===== config.mk =====
export PLATFORM = sky130hd
export DESIGN_NAME = b2b_merge_arbiter_flat
export DESIGN_NICKNAME = d
export VERILOG_FILES = /design/src/rtl/b2b_merge_arbiter_if.sv /design/src/rtl/b2b_merge_arbiter.sv /design/src/flat_wrapper.sv
export SDC_FILE = /design/constraint.sdc
export NUM_CORES = 1
export LEC_CHECK = 0
export BUFFER_PORTS_ARGS = -buffer_cell sky130_fd_sc_hd__buf_2
export CAP_MARGIN = 0
export CELL_PAD_IN_SITES_DETAIL_PLACEMENT = 0
export CELL_PAD_IN_SITES_GLOBAL_PLACEMENT = 1
export CORE_MARGIN = 1.5
export CORE_UTILIZATION = 29
export DETAILED_ROUTE_END_ITERATION = 10
export PLACE_DENSITY = 0.88
export RECOVER_POWER = 100
export SYNTH_ARGS = -nofsm -noshare
export SYNTH_HDL_FRONTEND = slang
export SYNTH_SLANG_ARGS = --single-unit

===== constraint.sdc =====
create_clock -name b2b_clk -period 2.12 [get_ports b2b_clk]
set_input_delay 0.106 -clock b2b_clk [delete_from_list [all_inputs] [get_ports b2b_clk]]
set_output_delay 0.106 -clock b2b_clk [all_outputs]
set_load 0.05 [all_outputs]

===== src/rtl/b2b_merge_arbiter_if.sv =====
// Bundle of FIFO-side and output-side signals for the event merge arbiter.
// master is the arbiter side, slave is the environment side.
interface b2b_merge_arbiter_if #(
    parameter int unsigned DATA_WIDTH     = 65,
    parameter int unsigned TOTAL_CLUSTERS = 4,
    parameter int unsigned CNT_WIDTH      = 32
);
    localparam int unsigned GW = $clog2(TOTAL_CLUSTERS);

    logic [DATA_WIDTH-1:0]     in_data [TOTAL_CLUSTERS];
    logic [TOTAL_CLUSTERS-1:0] in_empty;
    logic [TOTAL_CLUSTERS-1:0] in_req;
    logic [DATA_WIDTH-1:0]     out_data;
    logic                      out_wren;
    logic                      out_almost_full;
    logic                      grant_valid;
    logic [GW-1:0]             grant_id;
    logic [CNT_WIDTH-1:0]      event_count;
    logic                      timeout_err;

    modport master (
        input  in_data, in_empty, out_almost_full,
        output in_req, out_data, out_wren, grant_valid, grant_id, event_count, timeout_err
    );

    modport slave (
        output in_data, in_empty, out_almost_full,
        input  in_req, out_data, out_wren, grant_valid, grant_id, event_count, timeout_err
    );
endinterface


===== src/rtl/b2b_merge_arbiter.sv =====
// Round-robin merge of N FWFT event FIFOs into one output FIFO; events are forwarded
// atomically, with a mid-event starvation timeout that abandons a stalled input.
module b2b_merge_arbiter #(
    parameter int unsigned DATA_WIDTH     = 65,
    parameter int unsigned TOTAL_CLUSTERS = 4,
    parameter int unsigned TIMEOUT_CYCLES = 1024,
    parameter int unsigned CNT_WIDTH      = 32
) (
    input  logic                b2b_clk,
    input  logic                b2b_srst,
    b2b_merge_arbiter_if.master bus
);
    localparam int unsigned GW = $clog2(TOTAL_CLUSTERS);
    localparam int unsigned SW = $clog2(TIMEOUT_CYCLES);

    typedef enum logic {IDLE, STREAM} state_t;

    state_t                    state;
    logic [GW-1:0]             last_grant;
    logic [GW-1:0]             grant_id;
    logic [SW-1:0]             stall_cnt;
    logic [DATA_WIDTH-1:0]     out_data;
    logic                      out_wren;
    logic                      grant_valid;
    logic [CNT_WIDTH-1:0]      event_count;
    logic                      timeout_err;

    logic [GW-1:0]             scan_id;
    logic [GW-1:0]             idx;
    logic                      any_ready;
    logic [TOTAL_CLUSTERS-1:0] req;
    logic                      pop;
    logic [DATA_WIDTH-1:0]     head;
    logic                      eoe;

    // Next grant: first non-empty input after last_grant, wrapping.
    always_comb begin
        scan_id   = last_grant;
        any_ready = 1'b0;
        idx       = '0;
        for (int unsigned i = 1; i <= TOTAL_CLUSTERS; i++) begin
            idx = GW'((32'(last_grant) + i) % TOTAL_CLUSTERS);
            if (!any_ready && !bus.in_empty[idx]) begin
                scan_id   = idx;
                any_ready = 1'b1;
            end
        end
    end

    // Pop strobe is combinational so the FWFT head is consumed on the same edge.
    always_comb begin
        req  = '0;
        head = bus.in_data[grant_id];
        eoe  = head[DATA_WIDTH-1];
        if (state == STREAM && !b2b_srst && !bus.in_empty[grant_id] && !bus.out_almost_full) begin
            req[grant_id] = 1'b1;
        end
        pop = |req;
    end

    always_ff @(posedge b2b_clk) begin
        if (b2b_srst) begin
            state       <= IDLE;
            last_grant  <= GW'(TOTAL_CLUSTERS - 1);
            grant_id    <= '0;
            grant_valid <= 1'b0;
            stall_cnt   <= '0;
            out_wren    <= 1'b0;
            out_data    <= '0;
            event_count <= '0;
            timeout_err <= 1'b0;
        end else begin
            out_wren <= pop;
            if (pop) begin
                out_data <= head;
            end
            unique case (state)
                IDLE: begin
                    if (!bus.out_almost_full && any_ready) begin
                        grant_id    <= scan_id;
                        grant_valid <= 1'b1;
                        stall_cnt   <= '0;
                        state       <= STREAM;
                    end
                end
                STREAM: begin
                    if (pop) begin
                        stall_cnt <= '0;
                        if (eoe) begin
                            state       <= IDLE;
                            grant_valid <= 1'b0;
                            last_grant  <= grant_id;
                            event_count <= event_count + CNT_WIDTH'(1);
                        end
                    end else if (!bus.out_almost_full && bus.in_empty[grant_id]) begin
                        // Backpressure stalls are excluded; only genuine starvation counts.
                        if (stall_cnt == SW'(TIMEOUT_CYCLES - 1)) begin
                            timeout_err <= 1'b1;
                            last_grant  <= grant_id;
                            grant_valid <= 1'b0;
                            state       <= IDLE;
                        end else begin
                            stall_cnt <= stall_cnt + SW'(1);
                        end
                    end
                end
                default: state <= IDLE;
            endcase
        end
    end

    assign bus.in_req      = req;
    assign bus.out_data    = out_data;
    assign bus.out_wren    = out_wren;
    assign bus.grant_valid = grant_valid;
    assign bus.grant_id    = grant_id;
    assign bus.event_count = event_count;
    assign bus.timeout_err = timeout_err;
endmodule


===== src/flat_wrapper.sv =====
// flat-port wrapper written by rule: the top's interface ports become plain ports
module b2b_merge_arbiter_flat 
#(
    parameter int unsigned DATA_WIDTH     = 65,
    parameter int unsigned TOTAL_CLUSTERS = 4,
    parameter int unsigned TIMEOUT_CYCLES = 1024,
    parameter int unsigned CNT_WIDTH      = 32
)
  (b2b_clk, b2b_srst, bus_in_data, bus_in_empty, bus_out_almost_full, bus_in_req, bus_out_data, bus_out_wren, bus_grant_valid, bus_grant_id, bus_event_count, bus_timeout_err);
  b2b_merge_arbiter_if #(.DATA_WIDTH(DATA_WIDTH), .TOTAL_CLUSTERS(TOTAL_CLUSTERS), .CNT_WIDTH(CNT_WIDTH)) bus_i ();
  input  logic b2b_clk;
  input  logic b2b_srst;
  input wire logic [$bits(bus_i.in_data)-1:0] bus_in_data;
  input wire logic [$bits(bus_i.in_empty)-1:0] bus_in_empty;
  input wire logic [$bits(bus_i.out_almost_full)-1:0] bus_out_almost_full;
  output wire logic [$bits(bus_i.in_req)-1:0] bus_in_req;
  output wire logic [$bits(bus_i.out_data)-1:0] bus_out_data;
  output wire logic [$bits(bus_i.out_wren)-1:0] bus_out_wren;
  output wire logic [$bits(bus_i.grant_valid)-1:0] bus_grant_valid;
  output wire logic [$bits(bus_i.grant_id)-1:0] bus_grant_id;
  output wire logic [$bits(bus_i.event_count)-1:0] bus_event_count;
  output wire logic [$bits(bus_i.timeout_err)-1:0] bus_timeout_err;
  assign bus_i.in_data = {>>{bus_in_data}};
  assign bus_i.in_empty = bus_in_empty;
  assign bus_i.out_almost_full = bus_out_almost_full;
  assign bus_in_req = bus_i.in_req;
  assign bus_out_data = bus_i.out_data;
  assign bus_out_wren = bus_i.out_wren;
  assign bus_grant_valid = bus_i.grant_valid;
  assign bus_grant_id = bus_i.grant_id;
  assign bus_event_count = bus_i.event_count;
  assign bus_timeout_err = bus_i.timeout_err;
  b2b_merge_arbiter #(.DATA_WIDTH(DATA_WIDTH), .TOTAL_CLUSTERS(TOTAL_CLUSTERS), .TIMEOUT_CYCLES(TIMEOUT_CYCLES), .CNT_WIDTH(CNT_WIDTH)) u_core (.b2b_clk(b2b_clk), .b2b_srst(b2b_srst), .bus(bus_i));
endmodule

# Yosys cells after proc, flatten, opt, wreduce, memory -nomap -nowiden
# Cells that the tools add are included.
# op_classes
n_bitwise,3
addsub,6
n_eq_ne,7
magnitude_cmp,7
n_reduce_logical,26
mux,45
# op_table
cell,count
$bmux W65 S2,1
$mux W65,2
$mux W10,4
$add A32 B1 Y32 const B,1
$mux W1,20
$pmux W10 S2,1
$mux W2,8
$lt A2 B3 Y1 const B,5
$ne A3 B3 Y1 const B,4
$reduce_and A4 Y1,3
$add A10 B1 Y10 const B,1
$bmux W1 S2,5
$eq A10 B10 Y1 const B,1
$logic_and A1 B1 Y1,9
$logic_not A1 Y1,8
$reduce_and A3 Y1,2
$add A2 B1 Y2 const B,2
$add A2 B2 Y2 const B,2
$mux W4,1
$pmux W1 S2,2
$reduce_bool A2 Y1,2
$reduce_or A4 Y1,1
$ge A3 B3 Y1 const B,1
$not A2 Y3,1
6 further kinds,7
# word_totals
out_inout_bits,106
in_bits,267
reg_bits,115

# Logic depth before layout (Yosys ltp)
# Gate-level depths: netlist of the first run.
# depth
depth_word,15
mapped_depth,9

# Worst setup path before layout of the first run
# Ideal clock, no wire load.
# synth_path
path_kind,flip-flop to output port
start,"reg u_core.grant_id[1], in the netlist u_core.bus.grant_id[1]"
end,out bus_in_req[2]
t_arrival_ns,2.824
n_path_buf,3
t_required_ns,2.014
stages_incl_launch_ff,6
setup_slack_ns,-0.810
cell_sequence,dfxtp_1 -> clkbuf_1 -> clkbuf_1 -> clkbuf_1 -> nand2_1 -> nor3_1
# synth_via
elab_chain_len,6
elab_cells_between_ends,11
cone_classes,2 x order compare; 5 x mux; 4 x reduce/logical
# synth_rtl
item,line_no,source
from (decl),b2b_merge_arbiter.sv:20,logic [GW-1:0] grant_id;
from (signal assigned),b2b_merge_arbiter.sv:80,grant_id <= scan_id;
branches (longest 5 deep; another with $lt A2 B3 Y1),--,
$mux W4 (*),b2b_merge_arbiter.sv:55,if (state == STREAM && !b2b_srst && !bus.in_empty[grant_id] && !bus.out_almost_full) begin
to (decl),flat_wrapper.sv:16,output wire logic [$bits(bus_i.in_req)-1:0] bus_in_req;
# Mark *: on every way between the ends. The select of a mux whose other input is x is not followed.

# Worst setup path after layout of the first run
# layout_path
start,"reg u_core.grant_id[0], in the netlist u_core.bus.grant_id[0]"
end,"reg u_core.event_count[21], in the netlist u_core.bus.event_count[21]"
# layout_via
elab_chain_len,8
elab_cells_between_ends,17
cone_classes,2 x order compare; 8 x mux; 1 x bitwise; 6 x reduce/logical
# layout_rtl
item,line_no,source
branches (longest 7 deep; another with $lt A2 B3 Y1),--,
$reduce_and A3 Y1 (no source line) (*),--,
to (signal assigned),b2b_merge_arbiter.sv:93,event_count <= event_count + CNT_WIDTH'(1);
to (decl),b2b_merge_arbiter.sv:25,logic [CNT_WIDTH-1:0] event_count;
# Marks and branches as above.
# A chain may end at the register's enable or synchronous reset.

==> impl_metrics.json, run 1 <==
{
  "htree_num_levels": 4,
  "grt_pass1_wl_mm": 37.5,
  "worst_pin_slew_ns": 0.770,
  "postSynthCellCount": 703,
  "slew_headroom_pct": 48.9,
  "finalMaxSlewViolations": 0,
  "area_growth_pct": 45.8,
  "wl_mm": 24.9,
  "p_per_area_nw_per_um2": 651,
  "p_leak_nw": 3.65,
  "antenna_found_initial": 7,
  "status": "completed",
  "hp-class": "in -> reg",
  "grt-ovfl-total": 0,
  "drive_gt1_share_pct": 40.4,
  "arrival_ns": 2.44,
  "core_um2": 22000,
  "clock_skew_ns": 0.0120,
  "tns_ns": 0,
  "clkSinkCount": 115,
  "syn_avg_cell_area_um2": 9.34,
  "rows": 54,
  "fin_cells": 1372,
  "synth_edf_count": 0,
  "hpwl_mm": 18.9,
  "fmax_mhz": 474,
  "required_ns": 2.46,
  "fin_area_um2": 9580,
  "place.gp.congestion": 0.885,
  "ys_seq_area_share_pct": 35.1,
  "grt_pass1_vias": 6886,
  "timing.final.crit_share_pct": 99.5,
  "cts_root_buf": "clkbuf_16",
  "grtUsageTotal_pct": 20.2,
  "via_count": 7213,
  "min_period_ns": 2.11,
  "drc": 0,
  "max-vdd-ir-drop_uv": 363,
  "drtAntennaViolNets": 0,
  "vias_per_cell": 5.26,
  "crit_type": "reg -> reg",
  "syn_area_um2": 6570,
  "clk_pin_slew_ns": 0.06,
  "io_pins": 373,
  "critPathLaunchType": "flop",
  "fin_nets": 1343,
  "dieHeight_um": 153,
  "setup_viol": 0,
  "ys_ff_latch": 115,
  "worstSkewPairLatency_ns": 0.41,
  "die_x_um": 153,
  "drtPass1Iterations": 7,
  "place_inst": 1331,
  "drt-wirelength-per-cell_um": 18.2,
  "synth_fp_nets": 972,
  "p_total_mw": 6.24,
  "holdWs_ns": 0.161,
  "place_area_um2": 8930,
  "cts_tree": "built",
  "initial_core_util_pct": 29.8,
  "final-hold-violation-count": 0,
  "rsz0062_at_grt": "yes",
  "worst-path-max-fanout": 5,
  "ys_warn_count": 0,
  "clockBufferDepth": 2,
  "ys_types": 51,
  "yosys_most_used_dff": "dfxtp_1",
  "maxCapViolCount": 0,
  "drt-initial-drc-count": 514,
  "synth-async-reset-ratio_pct": 0,
  "numPortBuffers": 372,
  "cts_buffers": 17,
  "die_area_um2": 23600,
  "grt_max_degree": 119,
  "crit_path_end_kind": "flop"
}
## logic make-up (layout without fill, tap and decap cells)
| kind of cell | after synthesis | after routing | share of synthesized area, % |
|---|---|---|---|
| flops | 115 | 115 | 35.1 |
| buf+inv | 71 | 455 | 4.40 |
| simple gates | 286 | 286 | 20.9 |
| fa+ha+maj | 2 | 2 | 0.381 |
| other cells | 0 | 5 | 0 |
| compound gates | 146 | 146 | 13.6 |
| mux | 83 | 83 | 25.6 |
## metal layers
metal / vias to the layer above / part of all wire (%) / global-route usage, %
met4: 4 / 2.7 / 9.29
li1: 3392 / - / -
met3: 37 / 5.5 / 4.06
met5: - / 0.084 / 0
met1: 3460 / 42 / 25.3
met2: 320 / 50 / 33.5
## placed cells by master, fill, tap and decap left out, types with 5 or more instances in the layout
master and n:
a31oi_1 17, o311ai_1 7, o31ai_1 9, buf_4 33, nor4_1 7, clkbuf_1 103
o41ai_1 8, buf_2 268, mux4_2 67, clkbuf_8 5, nor4_2 8, nand4_1 14
or4_1 7, nor2b_1 13, o21ai_1 7, nor2_1 20, diode_2 5, nand2_1 157
clkbuf_16 20, a21oi_1 76, inv_1 9, nand3_1 13, dfxtp_1 105, dfxtp_2 8
and4_1 8, mux2_1 12
## worst paths after layout
check	from	end	slack (ns)	depth (start not counted)
setup / recovery	u_core.bus.grant_id[0]$_SDFFE_PP0P_	u_core.bus.event_count[21]$_SDFFE_PP0P_	0.01	5
hold / removal	bus_in_data[36]	u_core.bus.out_data[36]$_SDFFE_PP0P_	0.16	4
setup reg to reg	u_core.bus.grant_id[0]$_SDFFE_PP0P_	u_core.bus.event_count[21]$_SDFFE_PP0P_	0.01	5
hold reg to reg	u_core.bus.out_data[57]$_SDFFE_PP0P_	u_core.bus.out_data[57]$_SDFFE_PP0P_	0.45	2
## synth_stat cells, types with 3 or more instances
| cell type | instances | area (µm²) |
|---|---|---|
| a21oi_1 | 77 | 385 |
| a31oi_1 | 17 | 106 |
| and2_1 | 4 | 25.0 |
| and3_1 | 4 | 25.0 |
| and4_1 | 8 | 70.1 |
| buf_2 | 12 | 60.1 |
| clkbuf_1 | 46 | 173 |
| dfxtp_1 | 115 | 2300 |
| inv_1 | 9 | 33.8 |
| mux2_1 | 12 | 135 |
| mux2i_1 | 4 | 40.0 |
| mux4_2 | 67 | 1510 |
| nand2_1 | 157 | 589 |
| nand2b_1 | 4 | 25.0 |
| nand3_1 | 13 | 65.1 |
| nand4_1 | 14 | 87.6 |
| nor2_1 | 20 | 75.1 |
| nor2b_1 | 13 | 81.3 |
| nor3_1 | 5 | 25.0 |
| nor3b_1 | 5 | 37.5 |
| nor4_1 | 15 | 93.8 |
| o21ai_0 | 3 | 15.0 |
| o21ai_1 | 7 | 35.0 |
| o311ai_1 | 7 | 61.3 |
| o31ai_1 | 9 | 67.6 |
| o41ai_1 | 9 | 78.8 |
| or2_1 | 5 | 31.3 |
| or3_1 | 3 | 18.8 |
| or4_1 | 8 | 60.1 |
## state kept, by name, indices dropped and copies added, names as in the netlist
signal / flops
u_core.bus.grant_id: 2
u_core.bus.out_wren: 1
u_core.state: 1
u_core.last_grant: 2
u_core.bus.out_data: 65
u_core.bus.grant_valid: 1
u_core.stall_cnt: 10
u_core.bus.timeout_err: 1
u_core.bus.event_count: 32
## per-stage QoR
stage          util, %  setup WS, ns
2_1_floorplan        -        -0.217
4_1_cts           43.4        0.0170
3_5_place_dp      40.6       -0.0102
5_1_grt           43.5       -0.0502
3_3_place_gp      40.6        0.0174
6_report          43.5        0.0112
## critical path, cell delays in order (launching register included)
cell	delay [ns]
dfxtp_4	0.36
mux4_2	0.56
or3b_4	0.42
buf_6	0.14
or4_1	0.40
a21oi_1	0.16
## power by group
part           internal [mW]  total, mW  leakage, nW  switching (mW)
clock                   1.95       2.97        0.303            1.02
combinational          0.519       1.05         2.42           0.527
sequential              2.20       2.22        0.934          0.0220
total                   4.66       6.24         3.65            1.57
## area by class of cell
cell class                      instances  area (µm²)
Timing Repair Buffer                  413        2150
Tap cell                              280         350
Antenna cell                            5        12.5
Sequential cell                       115        2320
Multi-Input combinational cell        517        4090
Fill cell                            2237       12400
Clock buffer                           24         523
Inverter                               10        37.5
Clock inverter                          8        95.1
## repair_timing
item / in CTS / in global routing
endpoints found under the hold margin: 0 / 0
pin swaps: 1 / 2
hold buffers: 0 / 0
setup endpoints to repair: 6 / 15
gates resized for setup: 4 / 13
gates cloned: 0 / 2
setup buffers: 0 / 2
Note: power is estimated with default switching activity, not from simulation.
==> run 2, diff against run 1 <==
Settings changed: CORE_ASPECT_RATIO from default to 1.4.
==> run 2 against run 1 <==
Clock skew down 0.0011 ns. Cell count up 0.95%. Clock power grew 11%. Wire length down 5.9%. Design area grew 0.31%. Critical path depth unchanged. Register-to-register slack better by 0.04 ns. Setup slack improved by 0.041 ns. Sequential share of layout area is 0.076 points lower. Combinational power fell by 4%. Critical path type unchanged. Largest cell class unchanged.
==> impl_metrics.json, run 2 (synthesis results as in run 1) <==
{
  "finalMaxSlewViolations": 0,
  "dieHeight_um": 181,
  "antenna_found_initial": 5,
  "grtUsageTotal_pct": 20.0,
  "timing.final.crit_share_pct": 97.5,
  "critPathLaunchType": "flop",
  "clkSinkCount": 115,
  "clock_skew_ns": 0.0108,
  "crit_chain": "mux4_2, or3b_4, buf_4, or4_1, a21oi_2",
  "reg2reg_from": "u_core.bus.grant_id[0]$_SDFFE_PP0P_",
  "cts_root_buf": "clkbuf_16",
  "nFillCells": 2233,
  "vias_per_cell": 5.20,
  "setup_slack_ns": 0.0522,
  "worst_pin_slew_ns": 0.794,
  "reg2reg_depth": 5,
  "drive_gt1_share_pct": 40.5,
  "clk_pin_slew_ns": 0.05,
  "grt-ovfl-total": 0,
  "hp-class": "in -> reg",
  "htree_num_levels": 4,
  "grt_pass1_vias": 7091,
  "crit_path_end_kind": "flop",
  "cts_tree": "built",
  "grt_pass1_wl_mm": 36.7,
  "wl_mm": 23.4,
  "cp_slowest_cell": "mux4_2",
  "rsz0062_at_grt": "yes",
  "p_per_area_nw_per_um2": 680,
  "fin_nets": 1336,
  "cts_buffers": 17,
  "final-hold-violation-count": 0,
  "reg_top3": "u_core.bus.out_data: 65 flops, u_core.bus.event_count: 32 flops, u_core.stall_cnt: 10 flops",
  "slowest_delay_ns": 0.54,
  "core_um2": 22400,
  "place_area_um2": 8950,
  "maxCapViolCount": 0,
  "fmax_mhz": 484,
  "layout_commonest_cell": "buf_2",
  "required_ns": 2.46,
  "tns_ns": 0,
  "crit_type": "reg -> reg",
  "via_count": 7203,
  "slew_headroom_pct": 47.3,
  "status": "completed",
  "regMostFlops": "u_core.bus.out_data",
  "drtAntennaViolNets": 0,
  "multiInputGateArea_um2": 4100,
  "setup_viol": 0,
  "hp-start": "bus_in_data[91]",
  "io_pins": 373,
  "p_leak_nw": 3.65,
  "post-place-ws_ns": 0.0251,
  "largest_register_ffs": 65,
  "drc": 0,
  "clockBufferDepth": 2,
  "min_period_ns": 2.07,
  "initial_core_util_pct": 29.4,
  "hpwl_mm": 18.1,
  "crit_path_start": "u_core.bus.grant_id[0]$_SDFFE_PP0P_",
  "arrival_ns": 2.41,
  "worst-path-max-fanout": 5,
  "fin_util_pct": 43.0,
  "die_area_um2": 23600,
  "worstSkewPairLatency_ns": 0.42,
  "die_x_um": 130,
  "numPortBuffers": 372,
  "drt-initial-drc-count": 359,
  "max-vdd-ir-drop_uv": 564,
  "ff_latch_area_um2": 2320,
  "fin_area_um2": 9610,
  "final_cell_mix": "buf_2, nand2_1, dfxtp_1",
  "drt-wirelength-per-cell_um": 16.9,
  "hold-path-cell-count": 4,
  "area_growth_pct": 46.3,
  "rows": 65,
  "place.gp.congestion": 0.860,
  "grt_max_degree": 70,
  "drtPass1Iterations": 5,
  "post_cts_buffers": 0,
  "holdWs_ns": 0.158
}
==> run 2: cell count changes in the layout (fill, tap and decap cells not counted), sizes merged <==
cell	change
clkbuf	-3
inv	+1
clkinv	-2
diode	-1
clkinvlp	-2
buf	-4
bufinv	+3
==> run 2: area by class of cell <==
class                           instances  share of cell area, %
Antenna cell                            4                  0.104
Clock buffer                           24                   5.43
Clock inverter                          8                   1.73
Inverter                               10                  0.391
Multi-Input combinational cell        517                   42.7
Sequential cell                       115                   24.1
Tap cell                              301                   3.92
Timing Repair Buffer                  406                   21.6
==> run 2: metrics by stage <==
step	power, mW	cells
final	6.54	1385
after CTS	6.61	1381
after global routing	6.79	1382
after global placement	3.26	1349
after floorplan	2.87	703
after detailed placement	3.28	1349
==> run 2: repair_timing <==
item | CTS | global route
hold buffers | 0 | 0
pin swaps | 0 | 1
endpoints found under the setup margin | 2 | 11
gates resized for setup | 3 | 15
==> run 2: path summary, 6_finish.rpt <==
path / to / slack [ns]
hold / removal: u_core.bus.out_data[26]$_SDFFE_PP0P_ / 0.16
setup / recovery: u_core.bus.event_count[14]$_SDFFE_PP0P_ / 0.05
hold reg to reg: u_core.bus.out_data[58]$_SDFFE_PP0P_ / 0.45
setup reg to reg: u_core.bus.event_count[14]$_SDFFE_PP0P_ / 0.05
==> run 2: worst max-delay path: cells and delay by family, from the launching register on <==
family                 cells  cell delay, ns
AND/OR/NAND/NOR            2            0.83
multiplexers               1            0.54
AO/OA/AOI/OAI              1            0.12
flip-flops                 1            0.35
buffers and inverters      1            0.16
==> run 2: metal layers <==
metal | GRT usage (%) | share of wire (%) | wire (µm)
met1 | 23.9 | 39 | 9140
met2 | 33.5 | 50 | 11700
met3 | 5.98 | 8.1 | 1900
met4 | 7.51 | 2.9 | 674
met5 | 0 | 0.055 | 13
==> run 2: power by group <==
part	leakage, nW	internal (mW)	switching [mW]
registers	0.934	2.20	0.0212
logic	2.38	0.501	0.504
clock network	0.343	2.30	1.01
total	3.65	5.00	1.54
